File: src/rtl/rr_pkt_arb.sv
// Round-robin packet arbiter with wormhole grant hold and downstream credit tracking.
// A grant is held from the head flit to the tail flit. Flits move only while credits remain.
module rr_pkt_arb #(
  parameter int unsigned PORT = 4,
  parameter int unsigned CRED = 4,
  parameter int unsigned CW   = 3
) (
  input  logic            clk,
  input  logic            rst_,
  input  logic [PORT:0]   req,
  input  logic [PORT:0]   tail,
  input  logic            cred_in,
  output logic [PORT:0]   grt,
  output logic            busy,
  output logic            fire,
  output logic [CW-1:0]   cred_cnt,
  output logic            cred_err
);

  localparam int unsigned NREQ = PORT + 1;
  localparam int unsigned PW   = (PORT > 0) ? $clog2(NREQ) : 1;

  typedef enum logic {IDLE, HOLD} state_t;

  state_t          state_q, state_d;
  logic [PORT:0]   grt_q, grt_d;
  logic [PW-1:0]   ptr_q, ptr_d;
  logic [CW-1:0]   cred_q, cred_d;
  logic            err_q, err_d;

  logic            pick_vld;
  logic [PW-1:0]   pick_idx;
  logic            owner_tail;

  // Round-robin search upward from ptr_q, wrapping PORT -> 0.
  always_comb begin
    int unsigned idx;
    idx      = 0;
    pick_vld = 1'b0;
    pick_idx = '0;
    for (int unsigned i = 0; i < NREQ; i++) begin
      idx = (32'(ptr_q) + i) % NREQ;
      if (!pick_vld && req[PW'(idx)]) begin
        pick_vld = 1'b1;
        pick_idx = PW'(idx);
      end
    end
  end

  assign busy       = (state_q == HOLD);
  assign fire       = busy && (|(grt_q & req)) && (cred_q != '0);
  assign owner_tail = |(grt_q & tail);

  // Next-state, grant, pointer and credit logic.
  always_comb begin
    state_d = state_q;
    grt_d   = grt_q;
    ptr_d   = ptr_q;
    cred_d  = cred_q;
    err_d   = err_q;

    unique case (state_q)
      IDLE: begin
        if (pick_vld) begin
          state_d        = HOLD;
          grt_d          = '0;
          grt_d[pick_idx] = 1'b1;
          ptr_d          = (pick_idx == PW'(PORT)) ? '0 : pick_idx + PW'(1);
        end
      end
      HOLD: begin
        if (fire && owner_tail) begin
          state_d = IDLE;
          grt_d   = '0;
        end
      end
      default: state_d = IDLE;
    endcase

    // Credit returned while full saturates and raises the sticky error.
    if (fire && !cred_in) begin
      cred_d = cred_q - CW'(1);
    end else if (cred_in && !fire) begin
      if (cred_q == CW'(CRED)) begin
        err_d = 1'b1;
      end else begin
        cred_d = cred_q + CW'(1);
      end
    end
  end

  always_ff @(posedge clk) begin
    if (rst_) begin
      state_q <= IDLE;
      grt_q   <= '0;
      ptr_q   <= '0;
      cred_q  <= CW'(CRED);
      err_q   <= 1'b0;
    end else begin
      state_q <= state_d;
      grt_q   <= grt_d;
      ptr_q   <= ptr_d;
      cred_q  <= cred_d;
      err_q   <= err_d;
    end
  end

  assign grt      = grt_q;
  assign cred_cnt = cred_q;
  assign cred_err = err_q;

endmodule

File: config.mk
export PLATFORM = sky130hd
export DESIGN_NAME = rr_pkt_arb
export DESIGN_NICKNAME = d
export VERILOG_FILES = /design/src/rtl/rr_pkt_arb.sv
export SDC_FILE = /design/constraint.sdc
export NUM_CORES = 1
export LEC_CHECK = 0
export CAP_MARGIN = 25
export CORE_UTILIZATION = 53
export DETAILED_ROUTE_END_ITERATION = 10
export HOLD_SLACK_MARGIN = 0.03
export PLACE_DENSITY = 0.84
export SLEW_MARGIN = 20
export SYNTH_ARGS = -nofsm -noshare
export SYNTH_HDL_FRONTEND = slang
export SYNTH_SLANG_ARGS = --single-unit
export TNS_END_PERCENT = 30
File: constraint.sdc
create_clock -name clk -period 4.2 [get_ports clk]
set_clock_uncertainty 0.2 [all_clocks]
set_input_delay 0.84 -clock clk [delete_from_list [all_inputs] [get_ports clk]]
set_output_delay 0.84 -clock clk [all_outputs]
set_load 0.1 [all_outputs]
Word level (Yosys, flattened, before mapping)
Index checks and enable logic that the tools add are counted.
- equality and inequality tests: 5
- reduce and logical (&&, ||, !) cells: 24
- divide/modulo/power cells: 5
- bitwise logic cells: 4
- magnitude comparators: 7
- add/subtract/negate cells: 7
- mux-type cells: 32
- operator list (operator ; number):
    32-bit by 3-bit modulo with 32-bit output (second input constant) ; 4
    3-bit by 3-bit modulo with 32-bit output (second input constant) ; 1
    3-bit two-way mux ; 9
    3-bit by 4-bit < comparator with 1-bit output (second input constant) ; 6
    1-bit binary-select mux with 3-bit select ; 5
    1-bit two-way mux ; 13
    5-bit bitwise AND ; 2
    1-bit logical AND ; 10
    5-bit two-way mux ; 2
    5-bit case mux with 2 select lines ; 1
    5-bit OR reduction ; 2
    3-bit by 2-bit adder with 4-bit output (second input constant) ; 2
    3-bit by 1-bit adder with 3-bit output (second input constant) ; 2
    3-bit equality test (second input constant) ; 2
    1-bit zero test ; 6
    2-bit AND reduction ; 3
    3-bit by 1-bit adder with 4-bit output (second input constant) ; 1
    3-bit by 3-bit adder with 4-bit output (second input constant) ; 1
    2-bit inequality test (second input constant) ; 2
    1-bit demux with 3-bit select ; 1
    3-bit by 1-bit >= comparator with 1-bit output (second input constant) ; 1
    3-bit AND reduction ; 1
    3-bit nonzero test ; 1
    3-bit by 1-bit subtractor with 3-bit output (second input constant) ; 1
    other kinds (4) ; 5
- register bits: 13

Depth between registers and ports, before layout
- depth after elaboration: 22
- depth in mapped cells: 22

Worst setup path after synthesis
OpenSTA, ideal clock, no wires.
- kind: register -> register
- start point: register ptr_q[0]
- end point: register ptr_q[2]
- slack: -145 ps
- data required time: 3909 ps
- buffers on the path: 1
- arrival: 4054 ps
- stages on the path, launching flop included: 22
- setup time: 91 ps
- period minus slack after synthesis: 4345 ps
- cell sequence: dfxtp_1 -> buf_4 -> inv_2 -> ha_1 -> inv_1 -> ha_1 -> inv_1 -> ha_1 -> inv_1 -> ha_1 -> nor2b_1 -> o21ai_1 -> and2_1 -> a32o_1 -> a21o_1 -> a221o_2 -> mux2i_1 -> a221o_2 -> ha_1 -> nor2_1 -> o21ai_0 -> a311oi_1
- word-level cells in the longest chain between the ends: 18
- RTL lines (what ; line ; RTL):
    from (decl) ; 27 ; logic [PW-1:0] ptr_q, ptr_d;
    from (signal assigned) ; 102 ; ptr_q <= ptr_d;
    parallel branches: the longest is 18 deep, another holds 32-bit by 3-bit modulo with 32-bit output ; - ;
Parallel ways; which one is timed is not known. The select of a mux whose other input is x is not followed.
A chain may end at the register's enable or synchronous reset.

Worst setup path in the final report
Ends and elaborated chain as after synthesis.

==> flow_metrics.env <==
export IMPL_cts_hold_buffers_added=0
export IMPL_worst_pin_slew_ns=0.966
export IMPL_whs_ns=0.272
export IMPL_nets=414
export IMPL_rrSetupSlack_ns=0.09
export IMPL_design_die_area_sq_um=5010
export IMPL_cts_root_buf="clkbuf_8"
export IMPL_gp_congestion=0.967
export IMPL_cap_violations=0
export IMPL_avgSynthCellArea_sq_um=7.55
export IMPL_synth_top_area_share_pct=10.4
export IMPL_post_place_ws_ns=-0.0780
export IMPL_critPathRequiredTime_ns=4.16
export IMPL_p_leak_uw=0.00133
export IMPL_grt_pass1_vias=2723
export IMPL_setup_viol=0
export IMPL_ys_warn_count=0
export IMPL_postSynth_asyncResetShare_pct=0
export IMPL_finalCriticalPeriod_ns=4.11
export IMPL_start_util_pct=56.4
export IMPL_htreeDepth=1
export IMPL_slew_violations=0
export IMPL_die_h_um=70.8
export IMPL_rows=24
export IMPL_crit_fanout=14
export IMPL_clk_latency_ns=0.25
export IMPL_synthFlopType="dfxtp_1"
export IMPL_relSlewSlack_pct=35.4
export IMPL_pin_count=24
export IMPL_drtPass1Iterations=5
export IMPL_synth_seq_area_share_pct=10.4
export IMPL_grt_overflow=0
export IMPL_vias_per_cell=6.59
export IMPL_routed_wl_mm=7.93
export IMPL_cpPeakStageDelay_ns=0.55
export IMPL_r2r_end="ptr_q[2]"
export IMPL_fp_dieW_um=70.8
export IMPL_slowest_stage="or4_1"
export IMPL_drive_gt1_share_pct=26.6
export IMPL_synth_area_top_cells="dfxtp_1, ha_1, mux2i_1"
export IMPL_vdd_ir_drop_worst_mv=0.451
export IMPL_layout_commonest_cell="buf_4"
export IMPL_dp_hpwl_mm=5.68
export IMPL_portBuffers=23
export IMPL_crit_arrival_ns=4.07
export IMPL_synth_area_sq_um=2510
export IMPL_critPathTopFamily="simple AND/OR/NAND/NOR gates"
export IMPL_finalPower_uw=2970
export IMPL_setup_ws_ns=0.0860
export IMPL_critPathBufInv=4
export IMPL_antenna_found_initial=0
export IMPL_hp_class="register to register"
export IMPL_globalRouteTotalUtil_pct=30.4
export IMPL_drc=0
export IMPL_clock_path_buffers=2
export IMPL_synth_top_area_cell="dfxtp_1"
export IMPL_syn_num_nets=365
export IMPL_grt_pass1_wl_mm=12.2
export IMPL_wl_per_cell_um=18.3
export IMPL_power_density_nw_per_um2=923
export IMPL_cts_tree="built"
export IMPL_synth_seq_cells=13
export IMPL_cts_sinks=13
export IMPL_end_kind="register"
export IMPL_core_area_sq_um=4440
export IMPL_fin_tns_setup_ns=0
export IMPL_vias=2845
export IMPL_grt_start_max_net_pins=35
export IMPL_cp_startpoint="ptr_q[0]"
export IMPL_worstRegToRegCells=17
export IMPL_ys_types=77
export IMPL_min_period_over_period_pct=98.0
export IMPL_drt_iter0_drc=239
export IMPL_endpoint="ptr_q[2]"
export IMPL_syn2layout_area_growth_pct=28.5
export IMPL_path_clk_slew_ns=0.06
export IMPL_most_common_layout_cells="buf_4, nand2_1, nor2_1"
export IMPL_cts_buffers=3
export IMPL_critPathKind="register to register"
export IMPL_clock_fmax_ghz=0.243
export IMPL_outcome="complete, no violations"
export IMPL_antennaDiodeCount=0
export IMPL_path_depth=17
export IMPL_cp_start_kind="register"
export IMPL_hold_viol_final=0
export IMPL_synth_cells=332
export IMPL_worstPathCellList="inv_4, buf_4, ha_1, buf_4, and3b_2, or3_4, or4_1, a31oi_2, a211oi_2, nand2b_4, mux2i_1, a221o_2, inv_2, ha_1, nor2_1, o21ai_1, a311oi_1"
export IMPL_synth_edf_count=0
export IMPL_antenna_left=0
export IMPL_reg2reg_from="ptr_q[0]"
==> routing by layer <==
layer	vias up	global-route usage [%]	part of all wire, %
met5	-	0	0
met4	0	13.6	3.9
met3	30	6.84	6.2
met2	129	52.8	50
met1	1344	35.8	40
li1	1342	-	-
==> power breakdown <==
part / internal (uW) / switching (uW)
sequential: 157 / 35.3
combinational: 1120 / 1540
clock: 67.3 / 50.6
total: 1340 / 1630
==> final cells by class <==
cell class / count / area (sq um)
Multi-Input combinational cell: 275 / 2220
Fill cell: 335 / 1220
Timing Repair Buffer: 59 / 514
Inverter: 29 / 114
Clock buffer: 4 / 45.0
Sequential cell: 13 / 264
Tap cell: 52 / 65.1
==> per-stage QoR <==
| stage | utilization (%) | cells | area, sq um |
|---|---|---|---|
| final | 72.4 | 432 | 3220 |
| after global routing | 72.4 | 432 | 3220 |
| after CTS | 68.3 | 425 | 3040 |
| after detailed placement | 66.9 | 420 | 2970 |
| after global placement | 66.9 | 420 | 2970 |
| after floorplan | - | 332 | 2530 |
==> cells in the mapped netlist (all sizes together) (4+ instances only) <==
library cell	count
nand2b	6
ha	19
nand2	27
o21a	4
nand3b	5
mux2	5
xnor2	8
inv	29
buf	12
mux2i	13
a2111oi	4
a21boi	6
nand4	5
nor2b	9
nor2	25
nand3	10
o311ai	4
nor3	6
o211ai	9
o21ai	23
o31ai	6
dfxtp	13
a21oi	20
==> worst min-delay path, cell delays in order (launching register included) <==
cell	delay, ns
dfxtp_1	0.32
a31oi_1	0.04
nor2_1	0.07
==> registers in the layout, indices dropped and copies added (netlist names) <==
name,cells
cred_cnt,3
cred_err,1
ptr_q,3
grt,5
busy,1
==> what timing repair did <==
action	CTS	global route
setup endpoints to repair	3	5
resized for setup	3	32
buffers inserted	1	7
hold endpoints to repair	0	0
pin swaps	1	13
==> how the worst min path moves through the flow <==
stage	start	endpoint	slack (ns)	cells after the start
floorplan	ptr_q[1]	ptr_q[1]	0.53	3
global placement	cred_err	cred_err	0.25	2
detailed placement	cred_err	cred_err	0.28	2
CTS	cred_err	cred_err	0.28	2
global route	cred_err	cred_err	0.32	2
finish	cred_err	cred_err	0.27	2
==> logic make-up (layout without fill, tap and decap cells) <==
logic type / count (synthesis) / count (layout) / synth area share [%]
xor gates and xnor gates: 9 / 9 / 3.15
AOI/OAI and AO/OA: 115 / 115 / 36.8
DFF: 13 / 13 / 10.4
adders and majority gates: 20 / 20 / 10.3
and+or+nand+nor: 113 / 113 / 24.7
muxes: 18 / 18 / 7.44
buffers and inverters: 44 / 92 / 7.29
No activity file was read; power rests on OpenSTA's default activity.
